`config.mk`:
```
export PLATFORM = sky130hd
export DESIGN_NAME = tone_sequencer_flat
export DESIGN_NICKNAME = d
export VERILOG_FILES = /design/src/rtl/tone_sequencer_if.sv /design/src/rtl/tone_sequencer.sv /design/src/flat_wrapper.sv
export SDC_FILE = /design/constraint.sdc
export NUM_CORES = 1
export LEC_CHECK = 0
export CORE_ASPECT_RATIO = 0.75
export CORE_UTILIZATION = 43
export DETAILED_ROUTE_END_ITERATION = 10
export PLACE_DENSITY = 0.73
export SLEW_MARGIN = 20
export SYNTH_ARGS = -nofsm -noshare
export SYNTH_HDL_FRONTEND = slang
export SYNTH_SLANG_ARGS = --single-unit
export TNS_END_PERCENT = 5
```
`constraint.sdc`:
```
create_clock -name clk -period 4.5 [get_ports clk]
set_input_delay 0.9 -clock clk [delete_from_list [all_inputs] [get_ports clk]]
set_output_delay 0.9 -clock clk [all_outputs]
set_load 0.1 [all_outputs]
```
`src/rtl/tone_sequencer_if.sv`:
```
// Request/response bundle between the game FSM (master) and the tone sequencer (slave).
// The sequencer's frequency output feeds tone_generator directly.
interface tone_sequencer_if;
    logic        start;
    logic [2:0]  tone_sel;
    logic [11:0] duration_ms;
    logic [7:0]  gap_ms;
    logic        abort;
    logic [9:0]  frequency;
    logic        busy;
    logic        done;

    modport master (
        output start, tone_sel, duration_ms, gap_ms, abort,
        input  frequency, busy, done
    );

    modport slave (
        input  start, tone_sel, duration_ms, gap_ms, abort,
        output frequency, busy, done
    );
endinterface

```
`src/rtl/tone_sequencer.sv`:
```
// Turns a one-cycle play request into a timed tone followed by a silent gap,
// then a one-cycle done pulse. Timing uses nested ms/tick counters (no multiplier).
module tone_sequencer #(
    parameter logic [9:0] FREQ_0   = 10'd209,
    parameter logic [9:0] FREQ_1   = 10'd252,
    parameter logic [9:0] FREQ_2   = 10'd310,
    parameter logic [9:0] FREQ_3   = 10'd415,
    parameter logic [9:0] FREQ_ERR = 10'd42,
    parameter logic [9:0] FREQ_WIN = 10'd523
) (
    input  logic                   clk,
    input  logic                   rst,
    input  logic [15:0]            ticks_per_ms,
    tone_sequencer_if.slave        bus
);

    typedef enum logic [1:0] {IDLE, PLAY, GAP, FINISH} state_t;

    state_t      state_reg, state_next;
    logic [2:0]  sel_reg, sel_next;
    logic [11:0] dur_reg, dur_next;
    logic [7:0]  gap_reg, gap_next;
    logic [15:0] tpm_reg, tpm_next;
    logic [15:0] tick_reg, tick_next;
    logic [11:0] ms_reg, ms_next;
    logic [9:0]  freq_reg, freq_next;
    logic        busy_reg, busy_next;
    logic        done_reg, done_next;

    logic        accept;
    logic        tick_wrap;
    logic        play_end;
    logic        gap_end;

    // Selects 6 and 7 map to silence but still run the full timing.
    logic [9:0]  freq_table [8];
    generate
        for (genvar gi = 0; gi < 8; gi++) begin : g_freq
            localparam logic [9:0] F = (gi == 0) ? FREQ_0   :
                                       (gi == 1) ? FREQ_1   :
                                       (gi == 2) ? FREQ_2   :
                                       (gi == 3) ? FREQ_3   :
                                       (gi == 4) ? FREQ_ERR :
                                       (gi == 5) ? FREQ_WIN : 10'd0;
            assign freq_table[gi] = F;
        end
    endgenerate

    always_comb begin
        state_next = state_reg;
        sel_next   = sel_reg;
        dur_next   = dur_reg;
        gap_next   = gap_reg;
        tpm_next   = tpm_reg;
        tick_next  = tick_reg;
        ms_next    = ms_reg;

        accept    = bus.start && ((state_reg == IDLE) || (state_reg == FINISH));
        tick_wrap = (tick_reg == tpm_reg - 16'd1);
        play_end  = tick_wrap && (ms_reg == dur_reg - 12'd1);
        gap_end   = tick_wrap && (ms_reg == {4'b0, gap_reg} - 12'd1);

        case (state_reg)
            IDLE, FINISH: begin
                if (accept) begin
                    sel_next = bus.tone_sel;
                    dur_next = bus.duration_ms;
                    gap_next = bus.gap_ms;
                    tpm_next = (ticks_per_ms == 16'd0) ? 16'd1 : ticks_per_ms;
                    // Zero-length phases are skipped entirely.
                    if (bus.duration_ms != 12'd0)
                        state_next = PLAY;
                    else if (bus.gap_ms != 8'd0)
                        state_next = GAP;
                    else
                        state_next = FINISH;
                end else begin
                    state_next = IDLE;
                end
            end
            PLAY: begin
                if (bus.abort)
                    state_next = IDLE;
                else if (play_end)
                    state_next = (gap_reg != 8'd0) ? GAP : FINISH;
            end
            GAP: begin
                if (bus.abort)
                    state_next = IDLE;
                else if (gap_end)
                    state_next = FINISH;
            end
            default: state_next = IDLE;
        endcase

        // Counters restart on every state entry, including FINISH->FINISH re-accepts.
        if ((state_next != state_reg) || accept) begin
            tick_next = 16'd0;
            ms_next   = 12'd0;
        end else if ((state_reg == PLAY) || (state_reg == GAP)) begin
            if (tick_wrap) begin
                tick_next = 16'd0;
                ms_next   = ms_reg + 12'd1;
            end else begin
                tick_next = tick_reg + 16'd1;
            end
        end

        freq_next = (state_next == PLAY) ? freq_table[sel_next] : 10'd0;
        busy_next = (state_next == PLAY) || (state_next == GAP);
        done_next = (state_next == FINISH);
    end

    always_ff @(posedge clk or posedge rst) begin
        if (rst) begin
            state_reg <= IDLE;
            sel_reg   <= 3'd0;
            dur_reg   <= 12'd0;
            gap_reg   <= 8'd0;
            tpm_reg   <= 16'd0;
            tick_reg  <= 16'd0;
            ms_reg    <= 12'd0;
            freq_reg  <= 10'd0;
            busy_reg  <= 1'b0;
            done_reg  <= 1'b0;
        end else begin
            state_reg <= state_next;
            sel_reg   <= sel_next;
            dur_reg   <= dur_next;
            gap_reg   <= gap_next;
            tpm_reg   <= tpm_next;
            tick_reg  <= tick_next;
            ms_reg    <= ms_next;
            freq_reg  <= freq_next;
            busy_reg  <= busy_next;
            done_reg  <= done_next;
        end
    end

    assign bus.frequency = freq_reg;
    assign bus.busy      = busy_reg;
    assign bus.done      = done_reg;

endmodule

```
`src/flat_wrapper.sv`:
```
// flat-port wrapper written by rule: the top's interface ports become plain ports
module tone_sequencer_flat 
#(
    parameter logic [9:0] FREQ_0   = 10'd209,
    parameter logic [9:0] FREQ_1   = 10'd252,
    parameter logic [9:0] FREQ_2   = 10'd310,
    parameter logic [9:0] FREQ_3   = 10'd415,
    parameter logic [9:0] FREQ_ERR = 10'd42,
    parameter logic [9:0] FREQ_WIN = 10'd523
)
  (clk, rst, ticks_per_ms, bus_start, bus_tone_sel, bus_duration_ms, bus_gap_ms, bus_abort, bus_frequency, bus_busy, bus_done);
  tone_sequencer_if bus_i ();
  input  logic clk;
  input  logic rst;
  input  logic [15:0] ticks_per_ms;
  input wire logic [$bits(bus_i.start)-1:0] bus_start;
  input wire logic [$bits(bus_i.tone_sel)-1:0] bus_tone_sel;
  input wire logic [$bits(bus_i.duration_ms)-1:0] bus_duration_ms;
  input wire logic [$bits(bus_i.gap_ms)-1:0] bus_gap_ms;
  input wire logic [$bits(bus_i.abort)-1:0] bus_abort;
  output wire logic [$bits(bus_i.frequency)-1:0] bus_frequency;
  output wire logic [$bits(bus_i.busy)-1:0] bus_busy;
  output wire logic [$bits(bus_i.done)-1:0] bus_done;
  assign bus_i.start = bus_start;
  assign bus_i.tone_sel = bus_tone_sel;
  assign bus_i.duration_ms = bus_duration_ms;
  assign bus_i.gap_ms = bus_gap_ms;
  assign bus_i.abort = bus_abort;
  assign bus_frequency = bus_i.frequency;
  assign bus_busy = bus_i.busy;
  assign bus_done = bus_i.done;
  tone_sequencer #(.FREQ_0(FREQ_0), .FREQ_1(FREQ_1), .FREQ_2(FREQ_2), .FREQ_3(FREQ_3), .FREQ_ERR(FREQ_ERR), .FREQ_WIN(FREQ_WIN)) u_core (.clk(clk), .rst(rst), .ticks_per_ms(ticks_per_ms), .bus(bus_i));
endmodule
```
==> summary.txt <==
Layout
  – Layout Nets: 607
  – Fill cell count: 962
  – Diodes inserted: 0
  – Syn-to-layout area delta: 19.9%
  – Share of cells above drive strength 1: 11.9%
  – Design area: 0.00597 mm2

Synth
  – Yosys synthesis warning count: 0
  – Synth top area share: 40.7%
  – Number of distinct library cells after synthesis: 65
  – Syn Inst Count: 504
  – Mapped Area: 0.00498 mm2
  – Synthesized area per cell: 9.88 um2
  – Main synth FF type: dfrtp_1
  – Top-count cell post-synth: dfrtp_1
  – Post-synth ARST share: 100%
  – Sequential area share after synthesis: 40.7%
  – Synth top area cells: dfrtp_1 41%, mux2_2 7.9%, xor2_1 4.9%, xnor2_1 4.8%, ha_1 3.8%
  – Synth Register Bits: 81
  – Syn_nets: 562
  – Cell taking the most area after synthesis: dfrtp_1
  – EDFF count, synth: 0
  – Most frequent cells after synthesis: 81 x dfrtp_1, 35 x mux2_2, 34 x nor2_1

STA
  – Final hold violations: 0
  – Slew Limit Headroom: 33.1%
  – Setup violators final: 0
  – RSZ-0062 raised after global routing: false
  – Period utilization: 86.3%
  – Post-layout min period: 3880 ps
  – Pins Over Slew Limit: 0
  – Final WS setup: 617 ps
  – Setup tns final: 0 ps
  – Actual slew at the worst max-slew pin: 1000 ps
  – Clock Skews: 6.23 ps
  – Max Fclk: 0.258 GHz

Clocking
  – # Post-CTS Setup Buffers: 0
  – CTS tree: built
  – Hold Buf Count CTS: 0
  – Clock-pin slew on the worst setup and hold paths: 60 ps
  – Sink Count: 81
  – H-Tree Depth: 3
  – CTS Buf Count: 9
  – Clock root cell: clkbuf_16
  – Bufs on Longest Clock Path: 2
  – Worst-Skew Late Latency: 340 ps
  – CTS resizes: 0

Placed design
  – Placed instance area: 0.00562 mm2
  – Gpl congestion: 0.948
  – Dpl ws: 683 ps
  – PortBufs: 54
  – HPWL after DPL: 8.92 mm

Setup path
  – Worst Path Required: 4760 ps
  – Crit path capture type: register
  – Cell count of the worst reg-to-reg path: 13
  – Kind of critical path: register to register
  – R2r setup slk: 620 ps
  – Startpoint types: register
  – Critical Path AT: 4150 ps
  – Crit path max fanout: 8

Route
  – WL/cell: 17.5 um
  – Final wirelength: 12.2 mm
  – Routed Antenna Nets: 0
  – Detailed-route via count: 4055
  – TritonRoute pass-1 iters: 5
  – Initial DRC count: 228
  – DRC Markers: 0
  – Vias/cell: 5.84

Die
  – Ports: 55
  – Die height: 95.2 um
  – Die Wd: 126 um
  – Row count: 33
  – Die ar.: 0.0120 mm2
  – Core Area: 0.0111 mm2
  – Starting Density: 44.8%

Hold path
  – Hold path depth: 1
  – Hold Path Class: register to register

Pwr
  – Cell Pwr Density: 381 mW/mm2
  – Power Total: 2.28 mW
  – VDD IR max: 0.000250 V
  – Total leakage power: 2.37 nW

Global route
  – Number of global-route vias before repair: 3898
  – GRT Util Overall: 21.6%
  – GRT overflow: 0
  – Initial antenna violation count: 0
  – First-pass GRT wire length: 20.1 mm
  – Pin count of the biggest net entering global routing: 57

Outcome
  – Outcome: finished clean

Flow run
  – Max cap viols: 0
-- placed cells by master (no fill, tap or decap), drive strengths merged, types with 16 or more instances in the layout --
| master | Yosys | routed |
|---|---|---|
| nand3 | 21 | 21 |
| a21oi | 24 | 24 |
| nor2 | 34 | 34 |
| clkdlybuf4s50 | 0 | 54 |
| nand2 | 22 | 22 |
| dfrtp | 81 | 81 |
| mux2 | 35 | 35 |
| inv | 20 | 20 |
| xor2 | 28 | 28 |
| xnor2 | 27 | 27 |
| nor4 | 16 | 16 |
-- metrics by stage --
step	util [%]	hold WS, ps	instances
after floorplan	-	501	504
after global placement	50.6	529	678
after detailed placement	50.6	541	678
after CTS	53.7	555	694
after global routing	53.7	584	694
final	53.7	550	694
-- final timing paths --
path                               startpoint                       to
setup / recovery            u_core.dur_reg[0]  u_core.bus.frequency[0]
hold / removal             u_core.dur_reg[11]       u_core.dur_reg[11]
setup reg to reg            u_core.dur_reg[0]  u_core.bus.frequency[0]
hold reg to reg            u_core.dur_reg[11]       u_core.dur_reg[11]
max in group asynchronous                 rst       u_core.tick_reg[6]
min in group asynchronous                 rst        u_core.sel_reg[0]
-- critical path: stages, from the launching register on --
cell	delay, ps
dfrtp_1	420
inv_1	70
ha_1	370
or4b_2	680
nor3_1	270
mux2i_1	230
a32o_1	210
o2111ai_1	240
o32ai_1	350
a21oi_1	100
o31ai_1	170
ha_1	380
o21ai_0	130
a21oi_1	160
-- power by group --
part	internal [mW]	switching (mW)	total (mW)
Sequential	0.805	0.106	0.911
Combinational	0.220	0.294	0.515
Clock	0.545	0.305	0.851
-- kinds of logic (layout without fill, tap and decap cells) --
| kind of cell | Yosys count | in the layout | synth area share, % |
|---|---|---|---|
| flops | 81 | 81 | 40.7 |
| compound gates | 91 | 91 | 12.6 |
| xor+xnor | 55 | 55 | 9.68 |
| simple gates | 176 | 176 | 20.3 |
| fa+ha+maj | 15 | 15 | 3.77 |
| mux | 43 | 43 | 9.53 |
| buf+inv | 43 | 93 | 3.42 |
-- per-layer routing --
| layer | wire, um | track usage (%) | vias to the layer above |
|---|---|---|---|
| li1 | - | - | 1949 |
| met1 | 6070 | 31.0 | 1967 |
| met2 | 5290 | 32.0 | 119 |
| met3 | 640 | 5.44 | 20 |
| met4 | 161 | 6.73 | 0 |
| met5 | 0 | 0 | - |
-- final cells by class --
class	count	area [um2]	area share, %
multi-input combinational	380	2780	46.6
sequential	81	2030	34.0
timing repair buffer	57	563	9.43
clock buffer	10	229	3.84
tap	140	175	2.94
clock inverter	6	115	1.93
inverter	20	76.3	1.28
(Power assumes the default switching activity.)
